**config.mk**
```make
export PLATFORM = sky130hd
export DESIGN_NAME = mem_access_ctrl_flat
export DESIGN_NICKNAME = d
export VERILOG_FILES = /design/src/rtl/mem_ctrl_pkg.sv /design/src/rtl/mem_access_ctrl_if.sv /design/src/rtl/mem_lat_wait.sv /design/src/rtl/mem_access_ctrl.sv /design/src/flat_wrapper.sv
export SDC_FILE = /design/constraint.sdc
export NUM_CORES = 1
export LEC_CHECK = 0
export BUFFER_PORTS_ARGS = -buffer_cell sky130_fd_sc_hd__buf_2
export CELL_PAD_IN_SITES_DETAIL_PLACEMENT = 2
export CELL_PAD_IN_SITES_GLOBAL_PLACEMENT = 2
export CORE_UTILIZATION = 28
export DETAILED_ROUTE_END_ITERATION = 8
export PLACE_DENSITY_LB_ADDON = 0.1
export SETUP_SLACK_MARGIN = 0.3
export SKIP_LAST_GASP = 1
export SLEW_MARGIN = 15
export SYNTH_ARGS = -nofsm -noshare
export SYNTH_HDL_FRONTEND = slang
export SYNTH_SLANG_ARGS = --single-unit
```
**constraint.sdc**
```tcl
create_clock -name clock -period 2.13 [get_ports clock]
set_clock_uncertainty 0.05 [all_clocks]
set_input_delay 0.426 -clock clock [delete_from_list [all_inputs] [get_ports clock]]
set_output_delay 0.426 -clock clock [all_outputs]
set_load 0.05 [all_outputs]
```
**src/rtl/mem_ctrl_pkg.sv**
```systemverilog
// Shared types and constants for the Basic Computer memory access controller.
// The wait-counter width covers the full supported READ_LATENCY range (1..4).
package mem_ctrl_pkg;

  localparam int ADDR_W_DEF       = 12;
  localparam int DATA_W_DEF       = 16;
  localparam int READ_LATENCY_MAX = 4;
  localparam int WAIT_CNT_W       = $clog2(READ_LATENCY_MAX + 1);

  typedef enum logic [2:0] {
    ST_IDLE,
    ST_IND_RD,
    ST_IND_WAIT,
    ST_ACC_RD,
    ST_ACC_WAIT,
    ST_ACC_WR,
    ST_RESP
  } state_e;

  function automatic logic [15:0] sat_inc16(input logic [15:0] v);
    return (v == 16'hFFFF) ? v : v + 16'd1;
  endfunction

endpackage

```
**src/rtl/mem_access_ctrl_if.sv**
```systemverilog
// Request/response handshake plus shared-address block-RAM port.
// slave = controller view, master = CPU control unit and RAM view.
interface mem_access_ctrl_if import mem_ctrl_pkg::*; #(
  parameter int ADDR_W = ADDR_W_DEF,
  parameter int DATA_W = DATA_W_DEF
);

  logic              req_valid;
  logic              req_ready;
  logic              req_write;
  logic              req_ind;
  logic [ADDR_W-1:0] req_addr;
  logic [DATA_W-1:0] req_wdata;
  logic              rsp_valid;
  logic [DATA_W-1:0] rsp_rdata;
  logic [ADDR_W-1:0] rsp_ea;
  logic              mem_write;
  logic [ADDR_W-1:0] mem_addr;
  logic [DATA_W-1:0] mem_wdata;
  logic [DATA_W-1:0] mem_rdata;

  modport slave (
    input  req_valid, req_write, req_ind, req_addr, req_wdata, mem_rdata,
    output req_ready, rsp_valid, rsp_rdata, rsp_ea, mem_write, mem_addr, mem_wdata
  );

  modport master (
    output req_valid, req_write, req_ind, req_addr, req_wdata, mem_rdata,
    input  req_ready, rsp_valid, rsp_rdata, rsp_ea, mem_write, mem_addr, mem_wdata
  );

endinterface

```
**src/rtl/mem_lat_wait.sv**
```systemverilog
// Loadable down-counter: after load, done rises LATENCY cycles later and
// stays high until the next load.
module mem_lat_wait import mem_ctrl_pkg::*; #(
  parameter int LATENCY = 1
) (
  input  logic clock,
  input  logic reset,
  input  logic load,
  output logic done
);

  localparam logic [WAIT_CNT_W-1:0] LOAD_VAL = WAIT_CNT_W'(LATENCY);
  localparam logic [WAIT_CNT_W-1:0] ONE      = WAIT_CNT_W'(1);

  logic [WAIT_CNT_W-1:0] cnt_q;
  logic [WAIT_CNT_W-1:0] cnt_d;

  always_comb begin
    cnt_d = cnt_q;
    if (load) begin
      cnt_d = LOAD_VAL;
    end else if (cnt_q != '0) begin
      cnt_d = cnt_q - ONE;
    end
  end

  always_ff @(posedge clock or posedge reset) begin
    if (reset) begin
      cnt_q <= '0;
    end else begin
      cnt_q <= cnt_d;
    end
  end

  assign done = (cnt_q == '0);

endmodule

```
**src/rtl/mem_access_ctrl.sv**
```systemverilog
// Initiator-side memory sequencer: single-word loads/stores with optional one-level
// indirection. Optional MEM_STATS_EN adds saturating read/write access counters.
module mem_access_ctrl import mem_ctrl_pkg::*; #(
  parameter int ADDR_W       = ADDR_W_DEF,
  parameter int DATA_W       = DATA_W_DEF,
  parameter int READ_LATENCY = 1
) (
  input  logic                    clock,
  input  logic                    reset,
  mem_access_ctrl_if.slave        bus
`ifdef MEM_STATS_EN
  ,
  output logic [15:0]             stat_reads,
  output logic [15:0]             stat_writes
`endif
);

  state_e            state_q,     state_d;
  logic              write_q,     write_d;
  logic [ADDR_W-1:0] ea_q,        ea_d;
  logic [ADDR_W-1:0] mem_addr_q,  mem_addr_d;
  logic [DATA_W-1:0] mem_wdata_q, mem_wdata_d;
  logic              mem_write_q, mem_write_d;
  logic              rsp_valid_q, rsp_valid_d;
  logic [DATA_W-1:0] rsp_rdata_q, rsp_rdata_d;
  logic [ADDR_W-1:0] rsp_ea_q,    rsp_ea_d;
  logic              wait_load;
  logic              wait_done;

  mem_lat_wait #(
    .LATENCY (READ_LATENCY)
  ) u_wait (
    .clock (clock),
    .reset (reset),
    .load  (wait_load),
    .done  (wait_done)
  );

  // mem_write is only ever set on entry to ACC_WR, so read states never write.
  always_comb begin
    state_d     = state_q;
    write_d     = write_q;
    ea_d        = ea_q;
    mem_addr_d  = mem_addr_q;
    mem_wdata_d = mem_wdata_q;
    mem_write_d = 1'b0;
    rsp_valid_d = 1'b0;
    rsp_rdata_d = rsp_rdata_q;
    rsp_ea_d    = rsp_ea_q;
    wait_load   = 1'b0;

    case (state_q)
      ST_IDLE: begin
        if (bus.req_valid) begin
          write_d     = bus.req_write;
          ea_d        = bus.req_addr;
          mem_addr_d  = bus.req_addr;
          mem_wdata_d = bus.req_wdata;
          if (bus.req_ind) begin
            state_d   = ST_IND_RD;
            wait_load = 1'b1;
          end else if (bus.req_write) begin
            state_d     = ST_ACC_WR;
            mem_write_d = 1'b1;
          end else begin
            state_d   = ST_ACC_RD;
            wait_load = 1'b1;
          end
        end
      end
      ST_IND_RD: begin
        state_d = ST_IND_WAIT;
      end
      ST_IND_WAIT: begin
        if (wait_done) begin
          ea_d       = bus.mem_rdata[ADDR_W-1:0];
          mem_addr_d = bus.mem_rdata[ADDR_W-1:0];
          if (write_q) begin
            state_d     = ST_ACC_WR;
            mem_write_d = 1'b1;
          end else begin
            state_d   = ST_ACC_RD;
            wait_load = 1'b1;
          end
        end
      end
      ST_ACC_RD: begin
        state_d = ST_ACC_WAIT;
      end
      ST_ACC_WAIT: begin
        if (wait_done) begin
          state_d     = ST_RESP;
          rsp_valid_d = 1'b1;
          rsp_rdata_d = bus.mem_rdata;
          rsp_ea_d    = ea_q;
        end
      end
      ST_ACC_WR: begin
        state_d     = ST_RESP;
        rsp_valid_d = 1'b1;
        rsp_rdata_d = '0;
        rsp_ea_d    = ea_q;
      end
      ST_RESP: begin
        state_d = ST_IDLE;
      end
      default: begin
        state_d = ST_IDLE;
      end
    endcase
  end

  always_ff @(posedge clock or posedge reset) begin
    if (reset) begin
      state_q     <= ST_IDLE;
      write_q     <= 1'b0;
      ea_q        <= '0;
      mem_addr_q  <= '0;
      mem_wdata_q <= '0;
      mem_write_q <= 1'b0;
      rsp_valid_q <= 1'b0;
      rsp_rdata_q <= '0;
      rsp_ea_q    <= '0;
    end else begin
      state_q     <= state_d;
      write_q     <= write_d;
      ea_q        <= ea_d;
      mem_addr_q  <= mem_addr_d;
      mem_wdata_q <= mem_wdata_d;
      mem_write_q <= mem_write_d;
      rsp_valid_q <= rsp_valid_d;
      rsp_rdata_q <= rsp_rdata_d;
      rsp_ea_q    <= rsp_ea_d;
    end
  end

  assign bus.req_ready = (state_q == ST_IDLE);
  assign bus.rsp_valid = rsp_valid_q;
  assign bus.rsp_rdata = rsp_rdata_q;
  assign bus.rsp_ea    = rsp_ea_q;
  assign bus.mem_write = mem_write_q;
  assign bus.mem_addr  = mem_addr_q;
  assign bus.mem_wdata = mem_wdata_q;

`ifdef MEM_STATS_EN
  logic [15:0] stat_reads_q,  stat_reads_d;
  logic [15:0] stat_writes_q, stat_writes_d;

  // ACC_RD lasts exactly one cycle, so counting its cycles counts its entries.
  always_comb begin
    stat_reads_d  = stat_reads_q;
    stat_writes_d = stat_writes_q;
    if (state_q == ST_ACC_RD) begin
      stat_reads_d = sat_inc16(stat_reads_q);
    end
    if (state_q == ST_ACC_WR) begin
      stat_writes_d = sat_inc16(stat_writes_q);
    end
  end

  always_ff @(posedge clock or posedge reset) begin
    if (reset) begin
      stat_reads_q  <= '0;
      stat_writes_q <= '0;
    end else begin
      stat_reads_q  <= stat_reads_d;
      stat_writes_q <= stat_writes_d;
    end
  end

  assign stat_reads  = stat_reads_q;
  assign stat_writes = stat_writes_q;
`endif

endmodule

```
**src/flat_wrapper.sv**
```systemverilog
// flat-port wrapper written by rule: the top's interface ports become plain ports
module mem_access_ctrl_flat import mem_ctrl_pkg::*;
#(
  parameter int ADDR_W       = ADDR_W_DEF,
  parameter int DATA_W       = DATA_W_DEF,
  parameter int READ_LATENCY = 1
)
  (clock, reset, bus_req_valid, bus_req_write, bus_req_ind, bus_req_addr, bus_req_wdata, bus_mem_rdata, bus_req_ready, bus_rsp_valid, bus_rsp_rdata, bus_rsp_ea, bus_mem_write, bus_mem_addr, bus_mem_wdata);
  mem_access_ctrl_if #(.ADDR_W(ADDR_W), .DATA_W(DATA_W)) bus_i ();
  input  logic clock;
  input  logic reset;
  input wire logic [$bits(bus_i.req_valid)-1:0] bus_req_valid;
  input wire logic [$bits(bus_i.req_write)-1:0] bus_req_write;
  input wire logic [$bits(bus_i.req_ind)-1:0] bus_req_ind;
  input wire logic [$bits(bus_i.req_addr)-1:0] bus_req_addr;
  input wire logic [$bits(bus_i.req_wdata)-1:0] bus_req_wdata;
  input wire logic [$bits(bus_i.mem_rdata)-1:0] bus_mem_rdata;
  output wire logic [$bits(bus_i.req_ready)-1:0] bus_req_ready;
  output wire logic [$bits(bus_i.rsp_valid)-1:0] bus_rsp_valid;
  output wire logic [$bits(bus_i.rsp_rdata)-1:0] bus_rsp_rdata;
  output wire logic [$bits(bus_i.rsp_ea)-1:0] bus_rsp_ea;
  output wire logic [$bits(bus_i.mem_write)-1:0] bus_mem_write;
  output wire logic [$bits(bus_i.mem_addr)-1:0] bus_mem_addr;
  output wire logic [$bits(bus_i.mem_wdata)-1:0] bus_mem_wdata;
  assign bus_i.req_valid = bus_req_valid;
  assign bus_i.req_write = bus_req_write;
  assign bus_i.req_ind = bus_req_ind;
  assign bus_i.req_addr = bus_req_addr;
  assign bus_i.req_wdata = bus_req_wdata;
  assign bus_i.mem_rdata = bus_mem_rdata;
  assign bus_req_ready = bus_i.req_ready;
  assign bus_rsp_valid = bus_i.rsp_valid;
  assign bus_rsp_rdata = bus_i.rsp_rdata;
  assign bus_rsp_ea = bus_i.rsp_ea;
  assign bus_mem_write = bus_i.mem_write;
  assign bus_mem_addr = bus_i.mem_addr;
  assign bus_mem_wdata = bus_i.mem_wdata;
  mem_access_ctrl #(.ADDR_W(ADDR_W), .DATA_W(DATA_W), .READ_LATENCY(READ_LATENCY)) u_core (.clock(clock), .reset(reset), .bus(bus_i));
endmodule
```
### Word-level counts from Yosys, hierarchy flattened

Index checks and enable logic that the tools add are counted.

* output and inout port bits: 59
* register bits after elaboration: 65
* logic and storage cells: 58
* bits of input ports: 49

* mux-type cells: 30
* add/subtract/negate cells: 1
* reductions and logical operators: 10
* equal/unequal tests: 8

Operator list (number)
* $pmux 12 s2: 2
* $mux 12: 3
* $pmux 16 s2: 1
* $mux 3: 8
* $pmux 3 s6: 1
* $mux 16: 1
* $mux 1: 11
* $eq 3x2->1 const B: 2
* $eq 3x3->1 const B: 2
* $logic_not 3->1: 2
* $ne 2x2->1 const B: 3
* $pmux 1 s2: 3
* $reduce_and 3->1: 2
* $reduce_bool 2->1: 3
* $reduce_and 2->1: 2
* $eq 3x1->1 const B: 1
* $reduce_bool 3->1: 1
* $sub 3x1->3 const B: 1

### Logic depth before layout (Yosys ltp)

* depth after elaboration: 5
* depth in mapped cells: 8
* mapped depth without buffers: 6

### By module

From an unflattened synthesis, not the netlist that was laid out.

* cell total of the unflattened synthesis: 200
* area total of the unflattened synthesis: 2766.4 sq um

By module, submodules not included
* mem_access_ctrl: seq. area each 1551.5 sq um, times used 1, cells each 183, area each 2586.2 sq um
* mem_lat_wait: seq. area each 75.1 sq um, times used 1, cells each 17, area each 180.2 sq um

### Worst setup path after synthesis

OpenSTA, ideal clock, no wires.

* path type: register to output
* from: register u_core.state_q[1]
* to: output bus_req_ready
* required time: 1.654 ns
* stages on the path, launching flop included: 4
* arrival time: 1.827 ns
* setup slack: -0.173 ns
* path buffers: 2
* path through: dfrtp_1 > buf_4 > buf_6 > nor3_1

* longest elaborated chain between the ends: 1

Ends and longest elaborated chain
* start, declared: line mem_access_ctrl.sv:18 `state_e state_q, state_d;`
* start signal, assigned: line mem_access_ctrl.sv:125 `state_q <= state_d;`
* $logic_not 3->1: line mem_access_ctrl.sv:137 `assign bus.req_ready = (state_q == ST_IDLE);`
* end, declared: line flat_wrapper.sv:18 `output wire logic [$bits(bus_i.req_ready)-1:0] bus_req_ready;`

No other way between the ends.

### Worst setup path after layout

* from: register u_core.u_wait.cnt_q[0]
* to: register u_core.rsp_rdata_q[2] (netlist: u_core.bus.rsp_rdata[2])

* longest elaborated chain between the ends: 3

Ends and longest elaborated chain
* start, declared: line mem_lat_wait.sv:15 `logic [WAIT_CNT_W-1:0] cnt_q;`
* start signal, assigned: line mem_lat_wait.sv:31 `cnt_q <= cnt_d;`
* $logic_not 3->1: line mem_lat_wait.sv:35 `assign done = (cnt_q == '0);`
* $ne 2x2->1 (no line)
* $reduce_and 2->1 (no line)
* end signal, assigned: line mem_access_ctrl.sv:132 `rsp_rdata_q <= rsp_rdata_d;`
* end, declared: line mem_access_ctrl.sv:25 `logic [DATA_W-1:0] rsp_rdata_q, rsp_rdata_d;`

No other way between the ends.
A chain may end at the register's enable or synchronous reset.

==> impl_summary.txt <==
----------------------------------------------------
[Outcome]
  Result of the run ... finished, final reports clean

[Routing]
  Detailed-route vias per instance ... 4.49
  Via count ... 2,086
  Drt first-iter violations ... 70
  Routed wire length per instance ... 17.0 um
  Number of remaining DRC errors ... 0
  Total wire length after detailed routing ... 7920 um
  Number of iterations in the first detailed-routing pass ... 3
  Number of antenna-violating nets in the routed design ... 0

[Global routing]
  Remaining global-route overflow ... 0
  Number of antenna violations at the first check in global routing ... 0
  Met1 track demand over resource ... 19.0%
  Global-route met3 utilization ... 5.49%
  Wire length of the first global-routing pass ... 11,700 um
  Largest net degree at the start of global routing ... 50
  Number of global-route vias before repair ... 2,201
  Global-route met2 utilization ... 23.5%
  Global routing's busiest layer ... met2
  Combined global-route utilization of all metal layers ... 15.1%

[Hold path]
  Type of the worst min-delay path ... in2async

[Layout]
  Most frequent cells in the layout ... sky130_fd_sc_hd__buf_2, sky130_fd_sc_hd__dfrtp_1, sky130_fd_sc_hd__mux2_2
  Footprint of the multi-input gates ... 1200 um2
  Fraction of layout cells with a size suffix above 1 ... 66.6%
  Most frequent standard cell in the layout excluding fill and tap cells ... sky130_fd_sc_hd__buf_2
  Sequential cell area in the final layout ... 1630 um2
  # diodes ... 0
  Total Nets Final ... 378
  Area added between synthesis and finish ... 41.6%
  Number of fill cells ... 1,036

[Logic synthesis]
  Count of mapped cells out of synthesis ... 202
  Top cells by area, synth ... sky130_fd_sc_hd__dfrtp_1, sky130_fd_sc_hd__mux2_2, sky130_fd_sc_hd__nor2b_1
  Net count after synthesis ... 253
  Ys Warns ... 0
  Post-synth top area share ... 57.0%
  Avg Inst Size Synth ... 14.1 um2
  Flop and latch count out of synthesis ... 65
  Count of different cell masters after synthesis ... 27
  Proportion of synthesized chip area in sequential cells ... 57.0%
  Top cell type by total area after synthesis ... sky130_fd_sc_hd__dfrtp_1
  Post-Synthesis Cell Area ... 2850 um2

[Floorplanning]
  Starting density of the core ... 29.0%
  Die boundary height ... 103 um
  Core area ... 9820 um2
  Ports ... 108
  Number of rows created at floorplan ... 36
  Die Outline Area ... 10,600 um2
  Overall die width ... 103 um

[Critical path]
  R2R depth ... 7
  Worst Setup SP ... u_core.u_wait.cnt_q[0]
  Worst reg2reg path startpoint ... u_core.u_wait.cnt_q[0]
  Crit path required time ... 2.31 ns
  Critical path destination ... u_core.bus.rsp_rdata[2]
  Arrival time reported for the critical path endpoint ... 1.94 ns
  Setup crit start kind ... register
  Type of element capturing the critical path ... register
  Category of the critical setup timing path ... reg2reg
  Maximum fanout along the worst path ... 5
  Destination of the worst register-to-register timing path ... u_core.bus.rsp_rdata[2]
  Setup slack of the most critical reg-to-reg path ... 0.37 ns

[Timing]
  Final hold violation count ... 0
  Highest achievable clock rate ... 567 MHz
  Period Utilization, post-route ... 82.8%
  Slew @ Worst Pin ... 0.411 ns
  Final total negative setup slack ... 0 ns
  Pins Over Slew Limit ... 0
  Min Tclk post-route ... 1.76 ns
  RSZ-0062 raised after global routing ... no
  Number of setup violations in the final report ... 0
  Worst slew margin relative to its limit ... 72.5%

[Clock tree]
  Total number of H-tree levels ... 3
  Clock tree from TritonCTS ... built
  Worst-skew pair later-pin latency ... 0.34 ns
  Hold Buf Count CTS ... 0
  Clock transition at path regs ... 0.07 ns
  CTS Sinks ... 65
  Root cell of the clock tree ... sky130_fd_sc_hd__clkbuf_8
  Max Buffers Root-to-Sink ... 2
  Total clock buffers created by CTS ... 9

[Placement]
  RePlAce Congestion ... 0.687
  HPWL after detailed placement ... 5320 um
  Port buffer count ... 107

[Job]
  # Max-Cap Violations ... 0

----------------------------------------------------
-- Yosys cell counts (all sizes together) --
cell type,instances
inv,7
mux2,69
nor3,2
nand3,2
a21oi,4
mux2i,1
nor2,5
ha,2
o22ai,1
a22o,1
dfrtp,65
clkbuf,3
or4b,1
nor3b,1
a31oi,2
buf,10
o21ai,1
nand2,2
nor4b,1
nand2b,2
o211ai,3
nor2b,16
o31a,1
-- timing repair --
item,CTS,global route
pin swaps,1,3
cloned,0,3
buffers inserted,3,3
endpoints found under the setup margin,29,34
endpoints found under the hold margin,0,0
gates resized for setup,6,24
-- cells by family after synthesis --
logic type	synth area share, %
adders and majority gates	0.877
and+or+nand+nor	7.42
buffers and inverters	4.12
AOI/OAI and AO/OA	2.94
muxes	27.6
DFF	57.0
-- metrics by stage --
stage | cells | worst slack [ns] | area, um2 | util (%) | hold slack, ns
after global routing | 465 | 0.301 | 4040 | 41.1 | 0.0356
after detailed placement | 440 | 0.255 | 3590 | 36.6 | 0.404
after floorplan | 202 | 0.254 | 2860 | - | 0.468
after CTS | 459 | 0.299 | 3860 | 39.3 | 0.0202
final | 465 | 0.367 | 4040 | 41.1 | 0.0246
after global placement | 440 | 0.300 | 3590 | 36.6 | 0.398
-- layout make-up --
class / count / area share [%]
clock buffer: 15 / 4.87
clock inverter: 1 / 0.744
inverter: 7 / 0.744
multi-input combinational: 117 / 29.6
sequential: 65 / 40.4
tap: 133 / 4.12
timing repair buffer: 127 / 19.5
-- per-layer routing --
layer  routed length [um]  share of wire, %
met5                    0                 0
met4                  121               1.5
met3                  463               5.8
met2                 3830                48
met1                 3510                44
-- sequential cells by signal (all words and copies together), names as in the netlist --
signal	cells
u_core.bus.rsp_rdata	16
u_core.state_q	3
u_core.u_wait.cnt_q	3
u_core.bus.rsp_ea	12
u_core.write_q	1
u_core.bus.rsp_valid	1
u_core.bus.mem_write	1
u_core.bus.mem_wdata	16
u_core.ea_q	12
-- how the worst min path moves through the flow --
stage,cells past startpoint,endpoint,startpoint
finish,2,u_core.bus.mem_wdata[15],reset
detailed placement,2,u_core.bus.mem_wdata[1],reset
global route,2,u_core.bus.mem_wdata[11],reset
global placement,2,u_core.bus.mem_wdata[1],reset
CTS,2,u_core.bus.mem_wdata[10],reset
floorplan,2,u_core.u_wait.cnt_q[1],u_core.u_wait.cnt_q[1]
-- worst max-delay path: stages, from the launching register on --
cell and delay (ns):
sky130_fd_sc_hd__dfrtp_1 0.36, sky130_fd_sc_hd__inv_2 0.06, sky130_fd_sc_hd__ha_4 0.16, sky130_fd_sc_hd__ha_4 0.16, sky130_fd_sc_hd__o211ai_1 0.17, sky130_fd_sc_hd__buf_4 0.22, sky130_fd_sc_hd__buf_6 0.15, sky130_fd_sc_hd__mux2_2 0.33
Power is left out: the tool's default activity adds up to more than one toggle a clock period on the data nets, which glitch-free logic cannot reach.
